$ cat src/rtl/alu_seq_if.sv
// Operand/result bundle between the CCU register-file read ports, alu_seq and write-back.
interface alu_seq_if #(
  parameter int WIDTH = 8
);
  logic             in_valid;
  logic             in_ready;
  logic [WIDTH-1:0] a;
  logic [WIDTH-1:0] b;
  logic [3:0]       n;
  logic             out_valid;
  logic [WIDTH-1:0] r;
  logic [3:0]       cc;
  logic             write_en;
  logic             err;

  modport master (
    output in_valid, a, b, n,
    input  in_ready, out_valid, r, cc, write_en, err
  );

  modport slave (
    input  in_valid, a, b, n,
    output in_ready, out_valid, r, cc, write_en, err
  );
endinterface

$ cat src/rtl/alu_seq.sv
// Registered CCU ALU: single-cycle ops plus iterative shift-add multiply and restoring divide.
module alu_seq #(
  parameter  int WIDTH = 8,
  localparam int CNT_W = $clog2(WIDTH + 1)
) (
  input  logic     clk,
  input  logic     rst_n,
  alu_seq_if.slave bus
);
  typedef enum logic {IDLE = 1'b0, BUSY = 1'b1} state_t;

  localparam logic [CNT_W-1:0] CNT_INIT = CNT_W'(WIDTH);
  localparam logic [CNT_W-1:0] CNT_ONE  = {{(CNT_W-1){1'b0}}, 1'b1};
  localparam logic [WIDTH-1:0] ZERO     = {WIDTH{1'b0}};

  state_t           state_r, state_s;
  logic [CNT_W-1:0] cnt_r;
  logic             is_div_r;
  logic [WIDTH-1:0] p_r, q_r, s_r;
  logic [WIDTH-1:0] r_r;
  logic [3:0]       cc_r;
  logic             err_r, out_valid_r, write_en_r;

  logic             in_ready_s, accept_s, iter_op_s;
  logic [WIDTH-1:0] single_r_s;
  logic [3:0]       single_cc_s;
  logic             single_err_s;
  logic [WIDTH:0]   div_sh_s, div_diff_s;
  logic [WIDTH-1:0] iter_p_s, iter_q_s, iter_s_s, fin_r_s;
  logic [3:0]       fin_cc_s;
  logic             div0_s;

  assign accept_s  = bus.in_valid && in_ready_s;
  assign iter_op_s = (bus.n == 4'd8) || (bus.n == 4'd9);

  // State register
  always_ff @(posedge clk or negedge rst_n) begin
    if (!rst_n) state_r <= IDLE;
    else        state_r <= state_s;
  end

  // Next-state logic
  always_comb begin
    state_s = state_r;
    case (state_r)
      IDLE:    if (accept_s && iter_op_s) state_s = BUSY; else state_s = IDLE;
      BUSY:    if (cnt_r == CNT_ONE) state_s = IDLE; else state_s = BUSY;
      default: state_s = IDLE;
    endcase
  end

  // FSM outputs: readiness depends on state only
  always_comb begin
    in_ready_s = 1'b0;
    case (state_r)
      IDLE:    in_ready_s = 1'b1;
      BUSY:    in_ready_s = 1'b0;
      default: in_ready_s = 1'b0;
    endcase
  end

  // Single-cycle result and condition code; max/min flag which operand won in cc[3:2]
  always_comb begin
    single_r_s   = ZERO;
    single_cc_s  = 4'b0000;
    single_err_s = 1'b0;
    case (bus.n)
      4'd0: begin single_r_s = bus.a + bus.b;                   single_cc_s[0] = 1'b1; end
      4'd1: begin single_r_s = bus.a - bus.b;                   single_cc_s[0] = 1'b1; end
      4'd2: begin single_r_s = {bus.a[WIDTH-2:0], 1'b0};        single_cc_s[0] = 1'b1; end
      4'd3: begin single_r_s = {1'b0, bus.a[WIDTH-1:1]};        single_cc_s[0] = 1'b1; end
      4'd4: single_r_s = bus.a;
      4'd5: single_r_s = bus.b;
      4'd6: begin
        if (bus.a >= bus.b) begin single_r_s = bus.a; single_cc_s[2] = 1'b1; end
        else                begin single_r_s = bus.b; single_cc_s[3] = 1'b1; end
      end
      4'd7: begin
        if (bus.a < bus.b) begin single_r_s = bus.a; single_cc_s[3] = 1'b1; end
        else               begin single_r_s = bus.b; single_cc_s[2] = 1'b1; end
      end
      4'd8, 4'd9: single_r_s = ZERO;
      default: single_err_s = 1'b1;
    endcase
    single_cc_s[1] = single_cc_s[0] && (single_r_s == ZERO);
  end

  // One iteration: mul uses p=acc, q=multiplier, s=multiplicand; div uses p=rem, q=quotient, s=divisor
  always_comb begin
    div_sh_s   = {p_r, q_r[WIDTH-1]};
    div_diff_s = div_sh_s - {1'b0, s_r};
    iter_p_s   = p_r;
    iter_q_s   = q_r;
    iter_s_s   = s_r;
    if (is_div_r) begin
      if (!div_diff_s[WIDTH]) begin
        iter_p_s = div_diff_s[WIDTH-1:0];
        iter_q_s = {q_r[WIDTH-2:0], 1'b1};
      end else begin
        iter_p_s = div_sh_s[WIDTH-1:0];
        iter_q_s = {q_r[WIDTH-2:0], 1'b0};
      end
    end else begin
      iter_p_s = p_r + (q_r[0] ? s_r : ZERO);
      iter_q_s = {1'b0, q_r[WIDTH-1:1]};
      iter_s_s = {s_r[WIDTH-2:0], 1'b0};
    end
    // A zero divisor never borrows, so the quotient naturally saturates to all ones
    fin_r_s  = is_div_r ? iter_q_s : iter_p_s;
    div0_s   = is_div_r && (s_r == ZERO);
    fin_cc_s = {2'b00, !div0_s && (fin_r_s == ZERO), 1'b1};
  end

  // Operand capture, iteration registers and registered results
  always_ff @(posedge clk or negedge rst_n) begin
    if (!rst_n) begin
      cnt_r       <= {CNT_W{1'b0}};
      is_div_r    <= 1'b0;
      p_r         <= ZERO;
      q_r         <= ZERO;
      s_r         <= ZERO;
      r_r         <= ZERO;
      cc_r        <= 4'b0000;
      err_r       <= 1'b0;
      out_valid_r <= 1'b0;
      write_en_r  <= 1'b0;
    end else begin
      out_valid_r <= 1'b0;
      write_en_r  <= 1'b0;
      if (state_r == IDLE) begin
        if (accept_s) begin
          if (iter_op_s) begin
            is_div_r <= bus.n[0];
            cnt_r    <= CNT_INIT;
            p_r      <= ZERO;
            q_r      <= bus.n[0] ? bus.a : bus.b;
            s_r      <= bus.n[0] ? bus.b : bus.a;
          end else begin
            r_r         <= single_r_s;
            cc_r        <= single_cc_s;
            err_r       <= single_err_s;
            out_valid_r <= 1'b1;
            write_en_r  <= !single_err_s;
          end
        end
      end else begin
        p_r   <= iter_p_s;
        q_r   <= iter_q_s;
        s_r   <= iter_s_s;
        cnt_r <= cnt_r - CNT_ONE;
        if (cnt_r == CNT_ONE) begin
          r_r         <= fin_r_s;
          cc_r        <= fin_cc_s;
          err_r       <= div0_s;
          out_valid_r <= 1'b1;
          write_en_r  <= !div0_s;
        end
      end
    end
  end

  assign bus.in_ready  = in_ready_s;
  assign bus.out_valid = out_valid_r;
  assign bus.r         = r_r;
  assign bus.cc        = cc_r;
  assign bus.err       = err_r;
  assign bus.write_en  = write_en_r;
endmodule

$ cat src/flat_wrapper.sv
// flat-port wrapper written by rule: the top's interface ports become plain ports
module alu_seq_flat 
#(
  parameter  int WIDTH = 8,
  localparam int CNT_W = $clog2(WIDTH + 1)
)
  (clk, rst_n, bus_in_valid, bus_a, bus_b, bus_n, bus_in_ready, bus_out_valid, bus_r, bus_cc, bus_write_en, bus_err);
  alu_seq_if #(.WIDTH(WIDTH)) bus_i ();
  input  logic clk;
  input  logic rst_n;
  input wire logic [$bits(bus_i.in_valid)-1:0] bus_in_valid;
  input wire logic [$bits(bus_i.a)-1:0] bus_a;
  input wire logic [$bits(bus_i.b)-1:0] bus_b;
  input wire logic [$bits(bus_i.n)-1:0] bus_n;
  output wire logic [$bits(bus_i.in_ready)-1:0] bus_in_ready;
  output wire logic [$bits(bus_i.out_valid)-1:0] bus_out_valid;
  output wire logic [$bits(bus_i.r)-1:0] bus_r;
  output wire logic [$bits(bus_i.cc)-1:0] bus_cc;
  output wire logic [$bits(bus_i.write_en)-1:0] bus_write_en;
  output wire logic [$bits(bus_i.err)-1:0] bus_err;
  assign bus_i.in_valid = bus_in_valid;
  assign bus_i.a = bus_a;
  assign bus_i.b = bus_b;
  assign bus_i.n = bus_n;
  assign bus_in_ready = bus_i.in_ready;
  assign bus_out_valid = bus_i.out_valid;
  assign bus_r = bus_i.r;
  assign bus_cc = bus_i.cc;
  assign bus_write_en = bus_i.write_en;
  assign bus_err = bus_i.err;
  alu_seq #(.WIDTH(WIDTH)) u_core (.clk(clk), .rst_n(rst_n), .bus(bus_i));
endmodule
$ cat config.mk
export PLATFORM = sky130hd
export DESIGN_NAME = alu_seq_flat
export DESIGN_NICKNAME = d
export VERILOG_FILES = /design/src/rtl/alu_seq_if.sv /design/src/rtl/alu_seq.sv /design/src/flat_wrapper.sv
export SDC_FILE = /design/constraint.sdc
export NUM_CORES = 1
export LEC_CHECK = 0
export ABC_AREA = 1
export ABC_CLOCK_PERIOD_IN_PS = 2900
export CAP_MARGIN = 20
export CORE_UTILIZATION = 55
export CTS_BUF_LIST = sky130_fd_sc_hd__clkbuf_8
export DETAILED_ROUTE_END_ITERATION = 10
export PLACE_DENSITY = 0.8
export SYNTH_ARGS = -nofsm -noshare
export SYNTH_HDL_FRONTEND = slang
export SYNTH_SLANG_ARGS = --single-unit
$ cat constraint.sdc
create_clock -name clk -period 2.9 [get_ports clk]
set_clock_uncertainty 0.15 [all_clocks]
set_input_delay 0.725 -clock clk [delete_from_list [all_inputs] [get_ports clk]]
set_output_delay 0.725 -clock clk [all_outputs]
set_load 0.05 [all_outputs]
==> impl_metrics.toml, run 1 <==
[status]
outcome = "finished, final reports clean"

[grt]
grt_pass1_wl_mm = 24.1
grt_usage_pct = 36.4
grt_max_degree = 34
overflow = 0
grt_pass1_vias = 4883
antenna_found_initial = 0

[sta]
drv_slew = 0
layout_min_cycle_time_ps = 2740
tns_ps = 0
min_period_over_period_pct = 94.6
clock.fmax_ghz = 0.364
slew_headroom_pct = 62.0
finalHoldViolCount = 0
holdWs_ps = 254
finalSetupViolCount = 0
worst_pin_slew_ps = 571

[die]
top_level_ports = 39
dieArea_mm2 = 0.00837
core-area_mm2 = 0.00773
dieWidth_um = 91.5
rows = 32
start_util_pct = 57.0
die_h_um = 91.5

[setup_path]
arrival_ps = 2830
crit_required_ps = 2990
crit_fanout = 3
reg2reg_slack_ps = 170
critPathCaptureType = "flop"
reg2reg_to = "u_core.bus.r[0]"
setup.worst_path.start_class = "input port"
ff2ff_path_depth = 14
worstSetupPathType = "in2reg"
r2r-start = "u_core.q_r[7]"

[placement]
gp_congestion = 0.947
port_buffers = 38
hpwl_mm = 11.6
placed_area_mm2 = 0.00552
place_inst = 886

[pwr]
finalPower_mw = 5.13
power_density_mw_per_mm2 = 867
power.share.clock_pct = 7.3
p_int_mw = 2.34
irDropWorstVdd_uv = 652
switchingPower_mw = 2.79
pwr-share-comb_pct = 69.6
power_frac_seq_pct = 23.0
leakage_nw = 3.19
swShare_pct = 54.4

[detailed_routing]
avgViaCountPerCell = 5.64
ant_nets = 0
drtIter0Drc = 597
routed-via-count = 5086
post_drt_wl_per_cell_um = 16.5
firstDrtPassIters = 5
drcViolationCount = 0
wirelength_mm = 14.9

[final_layout]
final_cell_mix = "nand2_1 (174), buf_4 (98), inv_1 (80), o21ai_0 (61), nor2_1 (45)"
layout_commonest_cell = "nand2_1"
final_cells = 901
antennaDiodeCount = 0
drive_above_1_share_pct = 22.5
syn2layout_area_growth_pct = 34.5
layout.nets = 859
fillCellCount = 619
final_area_mm2 = 0.00592

[clocking]
htree_levels = 2
clk_path_buf_depth = 2
cts_made_buffers = 5
clk_pin_slew_worst_paths_ps = 90
cts_tree = "built"
cts_sinks = 45
root_buffer = "clkbuf_8"
clock_latency_ps = 300

[logic_synthesis]
syn_nets = 732
yosysTopAreaCell = "dfrtp_1"
netlist_area_mm2 = 0.00440
synth_cell_types = 45
synth_edf_count = 0
synth.avg_cell_area_um2 = 6.54
synth_seq_cells = 45
yosysSeqAreaShare_pct = 25.6
ys_warn_count = 0
synth_ff_type = "dfrtp_1"
synthTopCellsByArea = "dfrtp_1 (26%), nand2_1 (15%), ha_1 (9.1%), inv_1 (7.8%), o21ai_0 (7.4%)"
synth_top_area_share_pct = 25.6
postSynthCellCount = 673
async_flop_share_pct = 100

[min_path]
hp-class = "in2async"

[flow_run]
maxCapViolations = 0
## power groups by stage
stage          combinational [mW]  sequential, mW  clock, mW
6_report                     3.57            1.18      0.376
5_1_grt                      3.95            1.21      0.398
4_1_cts                      3.44            1.17      0.372
3_5_place_dp                 3.39            1.18          0
3_3_place_gp                 3.28            1.16          0
2_1_floorplan                2.14            1.37          0
## state kept, by name, indices dropped and copies added, names as in the netlist
register and cells:
u_core.cnt_r 4, u_core.is_div_r 1, u_core.p_r 8, u_core.state_r 1
u_core.q_r 8, u_core.bus.write_en 1, u_core.bus.err 1, u_core.s_r 8
u_core.bus.r 8, u_core.bus.cc 4, u_core.bus.out_valid 1
## layout make-up
| type | instances | area (um^2) | area share (%) |
|---|---|---|---|
| multi-input combinational | 510 | 3030 | 51.2 |
| timing repair buffer | 140 | 1200 | 20.2 |
| sequential | 45 | 1130 | 19.0 |
| inverter | 98 | 368 | 6.21 |
| tap | 102 | 128 | 2.16 |
| clock buffer | 5 | 68.8 | 1.16 |
| clock inverter | 1 | 5.00 | 0.0845 |
## critical path, cell delays in order
cell and delay, ps:
dlygate4sd2_1 290, inv_1 120, buf_4 160, fa_2 390, inv_2 90, nand4_1 120, nand3_1 90, nand2_1 50
nand3_1 80, nand3b_1 120, nor2_2 130, nand2_1 70, nor2_1 120, nand3_1 90, nand2_1 70, nand2_1 50
nand2_1 60
## synth_stat cells (all sizes together) (3+ instances only)
cell,number
inv,97
nand4,8
nor3,6
a31oi,3
nand3,53
ha,32
nor2,52
o22ai,11
nand2,190
clkbuf,12
o21ai,67
xor2,8
a21oi,43
o211ai,11
buf,8
fa,4
dfrtp,45
## worst max path at each step
stage / from / end / cells past startpoint
2_1_floorplan: bus_a[0] / u_core.bus.cc[1] / 17
3_5_place_dp: bus_a[0] / u_core.bus.cc[1] / 18
6_report: bus_b[1] / u_core.bus.cc[1] / 17
3_3_place_gp: bus_a[0] / u_core.bus.cc[1] / 19
5_1_grt: bus_b[1] / u_core.bus.cc[1] / 17
4_1_cts: bus_b[4] / u_core.bus.cc[1] / 18
## through the flow
stage	util [%]	worst slack, ps
2_1_floorplan	-	179
3_3_place_gp	71.4	-419
3_5_place_dp	71.4	-526
4_1_cts	74.3	4.63
5_1_grt	76.6	-5.11
6_report	76.6	156
## routing by layer
layer | vias to the layer above | track usage [%] | part of all wire [%]
li1 | 2465 | - | -
met1 | 2337 | 50.2 | 44
met5 | - | 0 | 0
met4 | 0 | 15.1 | 3.6
met3 | 46 | 5.19 | 6.6
met2 | 238 | 56.8 | 46
## cells by family after synthesis
kind of cell             Yosys count  synth area share (%)
AND/OR/NAND/NOR                  315                  31.8
AO/OA/AOI/OAI                    149                  19.2
buffers and inverters            118                  10.5
flip-flops                        45                  25.6
adder cells (fa/ha/maj)           36                  10.9
XOR/XNOR                           9                  1.79
multiplexers                       1                 0.227
## repair_timing
action,in CTS,in global routing
pin swaps,11,19
hold buffers,0,0
gates resized for setup,29,50
setup buffers,4,5
setup endpoints to repair,9,11
Note: power is estimated with default switching activity, not from simulation.
==> inputs of run 2 (changes only) <==
- CORE_UTILIZATION: 55 -> 61
- PLACE_DENSITY: 0.8 -> 0.84
==> impl_metrics.toml, run 2 (synthesized netlist as in run 1, its figures left out) <==
[die]
dieWidth_um = 87.0
top_level_ports = 39
rows = 30
dieArea_mm2 = 0.00756
core-area_mm2 = 0.00687
start_util_pct = 64.1
die_h_um = 87.0

[final_layout]
layout.nets = 853
final_cell_mix = "nand2_1 (173), buf_4 (93), inv_1 (83), o21ai_0 (63), dfrtp_1 (45)"
syn2layout_area_growth_pct = 32.5
final_cells = 890
drive_above_1_share_pct = 22.0
antennaDiodeCount = 0
layout_commonest_cell = "nand2_1"

[grt]
grt_pass1_wl_mm = 24.3
overflow = 0
grt_usage_pct = 41.6
antenna_found_initial = 0
grt_pass1_vias = 4900
grt_max_degree = 45

[sta]
clock.fmax_ghz = 0.354
finalSetupViolCount = 0
timing.final.ws_setup_ps = 71.8
worst_pin_slew_ps = 531
layout_min_cycle_time_ps = 2830
holdWs_ps = 205
finalHoldViolCount = 0
drv_slew = 0
min_period_over_period_pct = 97.5
slew_headroom_pct = 64.5

[clocking]
clk_path_buf_depth = 2
clock_latency_ps = 300
holdBufCountCts = 0
clk_pin_slew_worst_paths_ps = 90
htree_levels = 2
cts_made_buffers = 5
cts_sinks = 45
root_buffer = "clkbuf_8"
cts_tree = "built"

[pwr]
irDropWorstVdd_uv = 847
power_density_mw_per_mm2 = 924
leakage_nw = 3.09

[placement]
port_buffers = 38
place_inst = 872
gp_congestion = 0.956
dp_slack_ps = -554
hpwl_mm = 11.6

[setup_path]
reg2reg_slack_ps = 180
crit_required_ps = 2940
ff2ff_path_depth = 12
critPathCaptureType = "flop"
crit_fanout = 6
setup.worst_path.start_class = "input port"
reg2reg_to = "u_core.p_r[3]"
worstSetupPathType = "in2reg"
arrival_ps = 2870
r2r-start = "u_core.s_r[5]"

[detailed_routing]
drcViolationCount = 1
drtIter0Drc = 672
firstDrtPassIters = 9
routed-via-count = 5371
post_drt_wl_per_cell_um = 17.5
avgViaCountPerCell = 6.03
wirelength_mm = 15.6
ant_nets = 0

[flow_run]
maxCapViolations = 0

[status]
outcome = "finished with violations"
violations = "design-rule violations"

[min_path]
hp-class = "in2async"
run 2: cell count changes in the layout (fill, tap and decap cells not counted), sizes merged:
cell,delta
nand2,+1
clkinvlp,+1
dlymetal6s2s,-5
clkdlybuf4s15,+2
buf,-7
clkbuf,+2
dlygate4sd2,+2
clkinv,-1
run 2: routing by layer:
metal  vias up  track usage (%)  routed length, um
met5         -                0                  0
met4         0             16.2                682
met3        85             6.64               1630
met2       386             68.4               7220
met1      2448             54.8               6080
li1       2452                -                  -
run 2: stage by stage:
step           area [um^2]  setup TNS [ps]  utilization (%)  power (mW)
6_report              5830               0             84.9        5.39
5_1_grt               5830           -80.3             84.9        5.76
4_1_cts               5690               0             82.8        5.04
3_5_place_dp          5440           -4460             79.2        4.59
3_3_place_gp          5440           -3490             79.2        4.41
2_1_floorplan         4400               0                -        3.51
run 2: worst max-delay path by stage:
stage,from,cells after the start,to,slack (ps)
6_report,bus_a[0],18,u_core.bus.cc[1],70
5_1_grt,bus_a[0],19,u_core.bus.cc[1],-80
4_1_cts,bus_b[5],16,u_core.bus.cc[1],7
3_5_place_dp,bus_a[1],17,u_core.bus.cc[1],-550
3_3_place_gp,bus_a[1],19,u_core.bus.cc[1],-460
2_1_floorplan,bus_a[0],17,u_core.bus.cc[1],180
run 2: where the power goes:
| part | switching, mW | leakage [nW] | internal, mW |
|---|---|---|---|
| combinational | 2.50 | 2.49 | 1.32 |
| sequential | 0.254 | 0.563 | 0.912 |
| clock | 0.216 | 0.0433 | 0.189 |
run 2: what timing repair did:
action	in CTS	in global routing
gates resized for setup	34	42
endpoints found under the hold margin	0	0
gates cloned	0	1
setup endpoints to repair	9	14
pin swaps	9	18
setup buffers	5	5
run 2: critical path, cell delays in order:
cell      delay, ps
clkbuf_2        110
inv_1            60
ha_2            200
fa_2            400
inv_2            70
nand2_2          60
nand2_2          70
nand3_4         170
nand2_4         150
nand2_4          60
nand3_4         120
inv_2            50
o211ai_1        270
nor2_1           80
nand3_1         100
nand2_1          50
nand2_1          60
nand2_1          50
run 2: layout make-up:
cell class | count | area, um^2
Clock buffer | 6 | 82.6
Clock inverter | 1 | 7.51
Fill cell | 437 | 1040
Inverter | 98 | 368
Multi-Input combinational cell | 511 | 3020
Sequential cell | 45 | 1130
Tap cell | 96 | 120
Timing Repair Buffer | 133 | 1110
